$ cat src/rtl/ahb_pkg.sv
// ahb_pkg: shared AHB-Lite encodings, master state type and burst length helper
package ahb_pkg;
  typedef enum logic [1:0] {HTRANS_IDLE = 2'b00, HTRANS_BUSY = 2'b01, HTRANS_NONSEQ = 2'b10, HTRANS_SEQ = 2'b11} htrans_t;
  typedef enum logic [2:0] {
    HBURST_SINGLE = 3'b000, HBURST_INCR = 3'b001, HBURST_WRAP4 = 3'b010, HBURST_INCR4 = 3'b011,
    HBURST_WRAP8 = 3'b100, HBURST_INCR8 = 3'b101, HBURST_WRAP16 = 3'b110, HBURST_INCR16 = 3'b111
  } hburst_t;
  typedef enum logic [1:0] {HRESP_OKAY = 2'b00, HRESP_ERROR = 2'b01} hresp_t;
  typedef enum logic [1:0] {S_IDLE, S_ADDR, S_LAST, S_ERR} state_t;
  localparam logic [3:0] HPROT_DEFAULT = 4'b0011;
  function automatic logic [4:0] burst_beats(input logic [2:0] burst);
    return (burst == HBURST_INCR16 || burst == HBURST_WRAP16) ? 5'd16 :
           (burst == HBURST_INCR8 || burst == HBURST_WRAP8) ? 5'd8 :
           (burst == HBURST_INCR4 || burst == HBURST_WRAP4) ? 5'd4 : 5'd1;
  endfunction
endpackage

$ cat src/rtl/ahb_addr_gen.sv
// ahb_addr_gen: next beat address for incrementing and wrapping bursts
module ahb_addr_gen import ahb_pkg::*; #(
  parameter int ADDR_WIDTH = 32
) (
  input  logic [ADDR_WIDTH-1:0] addr,
  input  logic [2:0]            size,
  input  logic [2:0]            burst,
  output logic [ADDR_WIDTH-1:0] next_addr
);
  logic [ADDR_WIDTH-1:0] sum, mask;
  logic wrap;
  always_comb begin
    sum = addr + (ADDR_WIDTH'(1) << size);
    mask = (ADDR_WIDTH'(burst_beats(burst)) << size) - ADDR_WIDTH'(1);
    wrap = burst inside {HBURST_WRAP4, HBURST_WRAP8, HBURST_WRAP16};
    next_addr = wrap ? (addr & ~mask) | (sum & mask) : sum;
  end
endmodule

$ cat src/rtl/ahb_master.sv
// ahb_master: AHB-Lite initiator turning single commands into SINGLE/INCRn/WRAPn transfers
module ahb_master import ahb_pkg::*; #(
  parameter int ADDR_WIDTH = 32,
  parameter int DATA_WIDTH = 32
) (
  input  logic                  HCLK,
  input  logic                  HRESET,
  input  logic                  cmd_valid,
  output logic                  cmd_ready,
  input  logic [ADDR_WIDTH-1:0] cmd_addr,
  input  logic                  cmd_write,
  input  logic [2:0]            cmd_size,
  input  logic [2:0]            cmd_burst,
  input  logic [DATA_WIDTH-1:0] wd_data,
  output logic                  wd_pop,
  output logic [DATA_WIDTH-1:0] rd_data,
  output logic                  rd_valid,
  output logic                  done,
  output logic                  done_err,
  output logic [ADDR_WIDTH-1:0] HADDR,
  output logic [1:0]            HTRANS,
  output logic                  HWRITE,
  output logic [2:0]            HSIZE,
  output logic [2:0]            HBURST,
  output logic [3:0]            HPROT,
  output logic [DATA_WIDTH-1:0] HWDATA,
  input  logic [DATA_WIDTH-1:0] HRDATA,
  input  logic                  HREADY,
  input  logic [1:0]            HRESP
);
  state_t state, state_nx;
  logic [4:0] left, left_nx;
  logic [ADDR_WIDTH-1:0] next_addr, addr_nx;
  logic [DATA_WIDTH-1:0] rd_data_nx;
  logic [1:0] trans_nx;
  logic [2:0] size_nx, burst_nx;
  logic write_nx, rd_valid_nx, done_nx, done_err_nx, dp, dp_wr, err_first;
  ahb_addr_gen #(.ADDR_WIDTH(ADDR_WIDTH)) u_gen (
    .addr(HADDR), .size(HSIZE), .burst(HBURST), .next_addr(next_addr)
  );
  assign dp = state == S_LAST || state == S_ERR || (state == S_ADDR && HTRANS == HTRANS_SEQ);
  assign dp_wr = dp && HWRITE;
  assign err_first = dp && !HREADY && HRESP == HRESP_ERROR;
  assign cmd_ready = state == S_IDLE;
  assign HWDATA = dp_wr ? wd_data : '0;
  assign wd_pop = dp_wr && HREADY;
  assign HPROT = HPROT_DEFAULT;
  always_comb begin
    state_nx = state;
    addr_nx = HADDR;
    trans_nx = HTRANS;
    write_nx = HWRITE;
    size_nx = HSIZE;
    burst_nx = HBURST;
    left_nx = left;
    rd_data_nx = rd_data;
    rd_valid_nx = 1'b0;
    done_nx = 1'b0;
    done_err_nx = 1'b0;
    if (state == S_IDLE) begin
      if (cmd_valid) begin
        state_nx = S_ADDR;
        addr_nx = cmd_addr;
        trans_nx = HTRANS_NONSEQ;
        write_nx = cmd_write;
        size_nx = cmd_size;
        burst_nx = cmd_burst == HBURST_INCR ? HBURST_SINGLE : cmd_burst;
        left_nx = burst_beats(cmd_burst) - 5'd1;
      end
    end else if (state == S_ERR) begin
      if (HREADY) begin
        state_nx = S_IDLE;
        done_nx = 1'b1;
        done_err_nx = 1'b1;
      end
    end else if (err_first) begin
      state_nx = S_ERR;
      trans_nx = HTRANS_IDLE;
    end else if (HREADY) begin
      if (dp && !HWRITE) begin
        rd_valid_nx = 1'b1;
        rd_data_nx = HRDATA;
      end
      if (state == S_LAST) begin
        state_nx = S_IDLE;
        done_nx = 1'b1;
      end else if (left == 5'd0) begin
        state_nx = S_LAST;
        trans_nx = HTRANS_IDLE;
      end else begin
        addr_nx = next_addr;
        trans_nx = HTRANS_SEQ;
        left_nx = left - 5'd1;
      end
    end
  end
  always_ff @(posedge HCLK) begin
    if (HRESET) begin
      state <= S_IDLE;
      HADDR <= '0;
      HTRANS <= HTRANS_IDLE;
      HWRITE <= 1'b0;
      HSIZE <= '0;
      HBURST <= '0;
      left <= '0;
      rd_data <= '0;
      rd_valid <= 1'b0;
      done <= 1'b0;
      done_err <= 1'b0;
    end else begin
      state <= state_nx;
      HADDR <= addr_nx;
      HTRANS <= trans_nx;
      HWRITE <= write_nx;
      HSIZE <= size_nx;
      HBURST <= burst_nx;
      left <= left_nx;
      rd_data <= rd_data_nx;
      rd_valid <= rd_valid_nx;
      done <= done_nx;
      done_err <= done_err_nx;
    end
  end
endmodule

$ cat config.mk
export PLATFORM = sky130hd
export DESIGN_NAME = ahb_master
export DESIGN_NICKNAME = d
export VERILOG_FILES = /design/src/rtl/ahb_pkg.sv /design/src/rtl/ahb_addr_gen.sv /design/src/rtl/ahb_master.sv
export SDC_FILE = /design/constraint.sdc
export NUM_CORES = 1
export LEC_CHECK = 0
export CAP_MARGIN = 20
export CORE_ASPECT_RATIO = 1.4
export CORE_MARGIN = 2
export CORE_UTILIZATION = 43
export DETAILED_ROUTE_END_ITERATION = 10
export HOLD_SLACK_MARGIN = 0.02
export PLACE_DENSITY = 0.87
export SLEW_MARGIN = 20
export SYNTH_ARGS = -nofsm -noshare
export SYNTH_HDL_FRONTEND = slang
export SYNTH_SLANG_ARGS = --single-unit
$ cat constraint.sdc
create_clock -name HCLK -period 3.3 [get_ports HCLK]
set_input_delay 0.99 -clock HCLK [delete_from_list [all_inputs] [get_ports HCLK]]
set_output_delay 0.99 -clock HCLK [all_outputs]
set_load 0.05 [all_outputs]
== Yosys cells after proc, flatten, opt, wreduce, memory -nomap -nowiden ==
Cells that the tools add are included.

* Flip-flop bits (word level): 83
* Input bits: 109
* Output and inout port bits: 114

* Add/subtract/negate cells: 4
* Eq/ne operators: 25
* Shift operators: 2
* Mux-type cells: 44
* Bitwise gates (word level): 8
* Reduce and logical (&&, ||, !) cells: 30

{| class="wikitable"
|+ Operators by type and width
! kind !! count
|-
| 32-bit two-way mux || 9
|-
| 32-bit bitwise AND || 2
|-
| 5-bit two-way mux || 10
|-
| 32-bit adder || 1
|-
| 32-bit NOT || 1
|-
| 32-bit bitwise OR || 1
|-
| 1-bit by 3-bit left shift with 32-bit output, first input constant || 1
|-
| 5-bit by 3-bit left shift with 32-bit output || 1
|-
| 32-bit by 1-bit subtractor with 32-bit output, second input constant || 1
|-
| 2-bit two-way mux || 15
|-
| 3-bit equality test, second input constant || 8
|-
| 3-bit by 2-bit equality test with 1-bit output, second input constant || 4
|-
| 2-bit != test, second input constant || 5
|-
| 5-bit by 1-bit subtractor with 5-bit output, second input constant || 2
|-
| 3-bit two-way mux || 3
|-
| 1-bit logical OR || 8
|-
| 4-bit AND reduction || 2
|-
| 2-bit equality test, second input constant || 3
|-
| 1-bit logical AND || 6
|-
| 1-bit two-way mux || 6
|-
| 3-bit != test, second input constant || 2
|-
| 6-bit AND reduction || 1
|-
| 3-bit nonzero test || 2
|-
| 5-bit zero test || 1
|-
| 13 further kinds || 18
|}

== Depth between registers and ports, before layout ==
Gate-level depths: netlist of the first run.

* Depth in word-level cells: 17
* Gate-level depth with buffers: 13
* Gate-level depth less buffers: 10

== Modules after synthesis ==
From an unflattened synthesis of the first run, not the netlist that was laid out.

* Cells, all modules: 681
* Area, all modules: 5373.9 um^2

{| class="wikitable"
|+ Modules (own cells, without submodules)
! module !! times used !! cells each !! area an instance (um^2)
|-
| ahb_master || 1 || 448 || 3748.6
|-
| ahb_addr_gen || 1 || 233 || 1625.3
|}

== Worst setup path before layout of the first run ==
Ideal clock, no wire load.

* Path type: register to register
* Start: reg HSIZE[0]
* End: reg (tool-made name)
* Library setup time: 0.106 ns
* Data arrival time: 3.212 ns
* Setup slack: -0.018 ns
* Cell stages (with the launch flop): 13
* Path buffers: 3
* Period minus slack after synthesis: 3.318 ns
* Cells stage by stage: dfxtp_1 > clkbuf_1 > clkbuf_1 > nor3b_1 > inv_1 > fa_1 > nor2b_1 > o21bai_1 > a21oi_2 > or2_2 > clkbuf_1 > a22oi_1 > o311ai_0

{| class="wikitable"
|+ RTL lines
! what !! line !! source
|-
| start, declared || ahb_master.sv:23 || <nowiki>output logic [2:0] HSIZE,</nowiki>
|-
| start signal, assigned || ahb_master.sv:115 || <nowiki>HSIZE <= size_nx;</nowiki>
|}

== Final worst setup path of the first run ==
* Start: in HREADY
* End: out wd_pop

* Longest elaborated chain between the ends: 1

{| class="wikitable"
|+ RTL lines
! what !! line !! source
|-
| start, declared || ahb_master.sv:28 || <nowiki>input logic HREADY,</nowiki>
|-
| 1-bit logical AND || ahb_master.sv:46 || <nowiki>assign wd_pop = dp_wr && HREADY;</nowiki>
|-
| end, declared || ahb_master.sv:15 || <nowiki>output logic wd_pop,</nowiki>
|}

No other way between the ends.

==> impl_results.md, run 1 <==
- Place WS: 143 ps
- Crit path largest cell delay: 630 ps
- GP Congestion: 0.946
- Distinct cells, synth: 71
- Final min period: 3000 ps
- Core footprint: 0.0118 sq mm
- Final-report hold violation count: 0
- Buffers on Ports: 218
- Gr usage total: 26.8%
- Worst path top cell family by delay: buffers and inverters
- Critical path launch point type: input port
- I/O Pins: 223
- Worst-path fanout max: 8
- Clk slew on worst S/H paths: 60 ps
- HPWL Detailed: 13,500 um
- Clock sinks: 83
- Initial DRC Count: 462
- Post-Route WL: 18,100 um
- Clock power share: 31.6%
- Htree depth: 3
- CP max-delay cell: clkdlybuf4s50_1
- Worst EP arrival: 2010 ps
- Antenna viol nets, final: 0
- Syn. warnings: 0
- Power Dens Cells: 425 mW/mm^2
- Post-CTS Hold Fix Bufs: 0
- Post-synthesis sequential area ratio: 32.1%
- PostCTS Resize Cnt: 0
- Setup_tns: 0 ps
- Max Cap Violations: 0
- Hold crit path type: reg2reg
- Chip width: 96.7 um
- Worst Hold Slack: 451 ps
- Layout cell share with drive strength beyond 1: 9.66%
- CP required: 2310 ps
- Internal: 2240 uW
- Clock Tree Buf Depth: 2
- Fillers: 943
- Post-Syn Area: 0.00518 sq mm
- Final Max Slew Viols: 0
- Fmax: 0.334 GHz
- First-pass GRT wire length: 28,600 um
- DIE AREA: 0.0129 sq mm
- Commonest non-fill, non-tap cell in the layout: clkdlybuf4s50_1
- RSZ-0062 raised after global routing: false
- Critical path buffers and inverters: 2
- Commonest cells after routing, fill and taps aside: clkdlybuf4s50_1, nand2_1, dfxtp_1, a21oi_1, nor2_1
- Post-route cell area: 0.00809 sq mm
- Net Sw Power: 1200 uW
- Antenna diode count: 0
- Most used DFF post-synth: dfxtp_1
- CP Cell Sequence: clkdlybuf4s50_1 > and2_1 > buf_12
- Number of synthesized register bits: 83
- Setup violators final: 0
- Ys async rst share: 0%
- Initial antenna violation count: 0
- WS Path Type: in2out
- Placed cell area: 0.00777 sq mm
- Global route total overflow: 0
- Final setup skew: 8.51 ps
- Worst IR drop on VDD: 0.335 mV
- Syn avg cell area: 7.27 sq um
- Period utilization: 90.8%
- Register area: 0.00166 sq mm
- Fin util: 68.8%
- CTS tree: yes
- Synth Instances: 712
- # nets final: 1,029
- Setup Fix Bufs, Post-CTS: 0
- Area growth, synth to finish: 56.2%
- Max-slew headroom: 49.8%
- Status: completed
- WL/cell: 17.1 um
- Largest net degree at the start of global routing: 63
- Clock Latency Late Sink: 330 ps
- Die extent in y: 134 um
- Leak: 0.00301 uW
- Transition time of the tightest slew-check pin: 750 ps
- Row count: 47
- Vias per cell: 5.76
- Critical path endpoint category: primary output
- Number of synthesized flops with an enable pin: 0
- CTS Buf Count: 9
- Comb power frac: 33.7%
- Multi-input logic area: 0.00321 sq mm
- Starting density of the core: 44.0%
- Via count: 6,094
- Drt pass-1 iters: 5
- Residual DRC: 0
- Flop pwr share: 34.8%
- Final worst slack: 304 ps
- Sw Ratio: 34.8%
- Vias in the first global route: 5,749
- Clock root cell: clkbuf_16
[cell usage after synthesis (9+ instances only)]
cell type | instances | area share, %
inv_1 | 14 | 1.0
o21ai_0 | 26 | 2.5
a21oi_1 | 82 | 7.9
nor3_1 | 16 | 1.5
and3_1 | 16 | 1.9
clkbuf_1 | 35 | 2.5
o22ai_1 | 9 | 1.1
and2_1 | 38 | 4.6
dfxtp_1 | 83 | 32
nand2_1 | 130 | 9.4
a31oi_1 | 11 | 1.3
nand3_1 | 19 | 1.8
ha_1 | 11 | 2.7
nor2_1 | 52 | 3.8
[per-layer routing]
| metal | up-vias | track usage [%] | share of wire, % |
|---|---|---|---|
| li1 | 2925 | - | - |
| met1 | 2785 | 30.5 | 36 |
| met2 | 331 | 47.3 | 51 |
| met3 | 53 | 7.97 | 9.6 |
| met4 | 0 | 10.0 | 3.6 |
| met5 | - | 0 | 0 |
[through the flow]
stage | std cells | power (uW)
6_report | 1058 | 3430
3_3_place_gp | 1044 | 2340
2_1_floorplan | 714 | 1930
5_1_grt | 1058 | 3580
3_5_place_dp | 1044 | 2350
4_1_cts | 1058 | 3430
[worst register-to-register path: stages, from the launching register on]
cell	delay [ps]
dfxtp_1	520
inv_1	220
and3_1	230
ha_1	360
and4_1	300
nor3_1	80
nor2_1	590
a21oi_1	120
or3_1	380
[power by group through the flow]
| stage | Sequential (uW) | Clock (uW) | Combinational [uW] |
|---|---|---|---|
| after floorplan | 1400 | 0 | 522 |
| after global placement | 1210 | 0 | 1130 |
| after detailed placement | 1210 | 0 | 1140 |
| after CTS | 1190 | 1100 | 1150 |
| after global routing | 1210 | 1140 | 1230 |
| final | 1190 | 1080 | 1160 |
[path summary, 6_finish.rpt]
kind / start / to / cells after the start / slack [ps]
hold / removal: rd_data[14] / rd_data[14] / 2 / 450
setup reg to reg: HSIZE[2] / flop / 8 / 390
hold reg to reg: rd_data[14] / rd_data[14] / 2 / 450
setup / recovery: HREADY / wd_pop / 3 / 300
[area by class of cell]
type                            instances  share of cell area, %
Multi-Input combinational cell        561                   39.7
Timing Repair Buffer                  238                   32.8
Sequential cell                        83                   20.6
Clock buffer                           12                   3.17
Tap cell                              147                   2.27
Clock inverter                          2                  0.742
Inverter                               15                  0.696
[cells by family after synthesis]
kind of cell | share of synthesized area [%]
AOI/OAI and AO/OA | 24.7
xor gates and xnor gates | 0.846
adders and majority gates | 3.24
buffers and inverters | 6.07
DFF | 32.1
muxes | 1.38
other | 0.145
and+or+nand+nor | 31.5
Power figures use the tool's default switching activity.
==> inputs of run 2 (changes only) <==
CORE_UTILIZATION = 44   (was 43)
CTS_BUF_LIST = sky130_fd_sc_hd__clkbuf_4 sky130_fd_sc_hd__clkbuf_8   (was unset)
PLACE_DENSITY = 0.89   (was 0.87)
==> run 2 against run 1 <==
  * Sequential power hardly changed
  * Core utilization up 1.1 points
  * Non-clock buffer count did not move
  * First-iteration DRC count increased by 31%
  * Cell area decreased by 1.5%
  * Hold slack gained 3.5 ps
  * Sequential share of layout area grew 0.32 points
  * Maximum frequency fell by 0.53%
==> impl_results.md, run 2 (same netlist as run 1, synthesis figures left out) <==
- Clock Latency Late Sink: 370 ps
- Largest net degree at the start of global routing: 43
- Fmax: 0.332 GHz
- DIE AREA: 0.0127 sq mm
- Buffers on Ports: 218
- WL/cell: 17.1 um
- Final setup skew: 12.2 ps
- CTS Buf Count: 9
- Setup_tns: 0 ps
- Critical path endpoint category: primary output
- Worst EP arrival: 2020 ps
- Drt pass-1 iters: 5
- Post-Route WL: 18,100 um
- Starting density of the core: 45.4%
- Placed cell area: 0.00777 sq mm
- Power Dens Cells: 390 mW/mm^2
- Period utilization: 91.3%
- Antenna diode count: 0
- Vias in the first global route: 5,928
- Die extent in y: 132 um
- Max Cap Violations: 0
- Htree depth: 3
- Post-route cell area: 0.00797 sq mm
- Initial DRC Count: 604
- Via count: 6,058
- HPWL Detailed: 13,700 um
- Final-report hold violation count: 0
- Clock Tree Buf Depth: 2
- Vias per cell: 5.73
- Worst-path fanout max: 7
- Core footprint: 0.0114 sq mm
- I/O Pins: 223
- WS Path Type: in2out
- Initial antenna violation count: 0
- Final worst slack: 288 ps
- CP required: 2310 ps
- GP Congestion: 0.945
- Leak: 0.00296 uW
- First-pass GRT wire length: 29,200 um
- Chip width: 95.7 um
- Final Max Slew Viols: 0
- Setup violators final: 0
- RSZ-0062 raised after global routing: false
- Commonest non-fill, non-tap cell in the layout: clkdlybuf4s50_1
- Area growth, synth to finish: 53.9%
- Final min period: 3010 ps
- Layout cell share with drive strength beyond 1: 9.97%
- CTS tree: yes
- PostCTS Resize Cnt: 0
- Post-CTS Hold Fix Bufs: 0
- Hold crit path type: reg2reg
- Clk slew on worst S/H paths: 80 ps
- Clock root cell: clkbuf_8
- Antenna viol nets, final: 0
- Worst IR drop on VDD: 0.274 mV
- # nets final: 1,029
- Max-slew headroom: 54.1%
- Clock sinks: 83
- Row count: 46
- Place WS: 127 ps
- Status: completed
- Critical path launch point type: input port
- Transition time of the tightest slew-check pin: 686 ps
- Commonest cells after routing, fill and taps aside: clkdlybuf4s50_1, nand2_1, dfxtp_1, a21oi_1, nor2_1
- Residual DRC: 0
- Gr usage total: 28.8%
- Global route total overflow: 0
- Setup Fix Bufs, Post-CTS: 0
-- run 2: through the flow --
| step | cells | utilization [%] | power [uW] | hold slack [ps] |
|---|---|---|---|---|
| after global routing | 1057 | 69.9 | 3250 | 474 |
| final | 1057 | 69.9 | 3110 | 455 |
| after global placement | 1041 | 68.2 | 2330 | 440 |
| after CTS | 1057 | 69.9 | 3090 | 457 |
| after detailed placement | 1041 | 68.2 | 2350 | 447 |
| after floorplan | 714 | - | 1930 | 467 |
-- run 2: layout make-up --
type	instances	area (sq um)
Clock buffer	11	145
Clock inverter	5	52.6
Fill cell	908	3430
Inverter	15	56.3
Multi-Input combinational cell	561	3210
Sequential cell	83	1660
Tap cell	144	180
Timing Repair Buffer	238	2660
-- run 2: layer usage --
metal  wire length [um]  vias to the layer above  part of all wire (%)  track usage [%]
met3               1600                       63                   8.8             8.18
li1                   -                     2923                     -                -
met2               8960                      316                    50             48.1
met4                798                        0                   4.4             13.3
met5                  0                        -                     0                0
met1               6720                     2756                    37             33.4
-- run 2: final timing paths --
check                endpoint  slack, ps  depth (start not counted)        start
hold / removal    rd_data[19]        450                          2  rd_data[19]
setup reg to reg         flop        390                          9     HSIZE[2]
hold reg to reg   rd_data[19]        450                          2  rd_data[19]
setup / recovery       wd_pop        290                          3       HREADY
-- run 2: power by group --
| group | internal [uW] | total (uW) | leakage (uW) | switching, uW |
|---|---|---|---|---|
| clock network | 375 | 759 | 0.000103 | 384 |
| logic | 462 | 1160 | 0.00218 | 695 |
| registers | 1080 | 1190 | 0.000677 | 112 |
-- run 2: critical path, stage by stage --
cell and delay [ps]:
clkdlybuf4s50_1 650, and2_1 230, buf_12 150
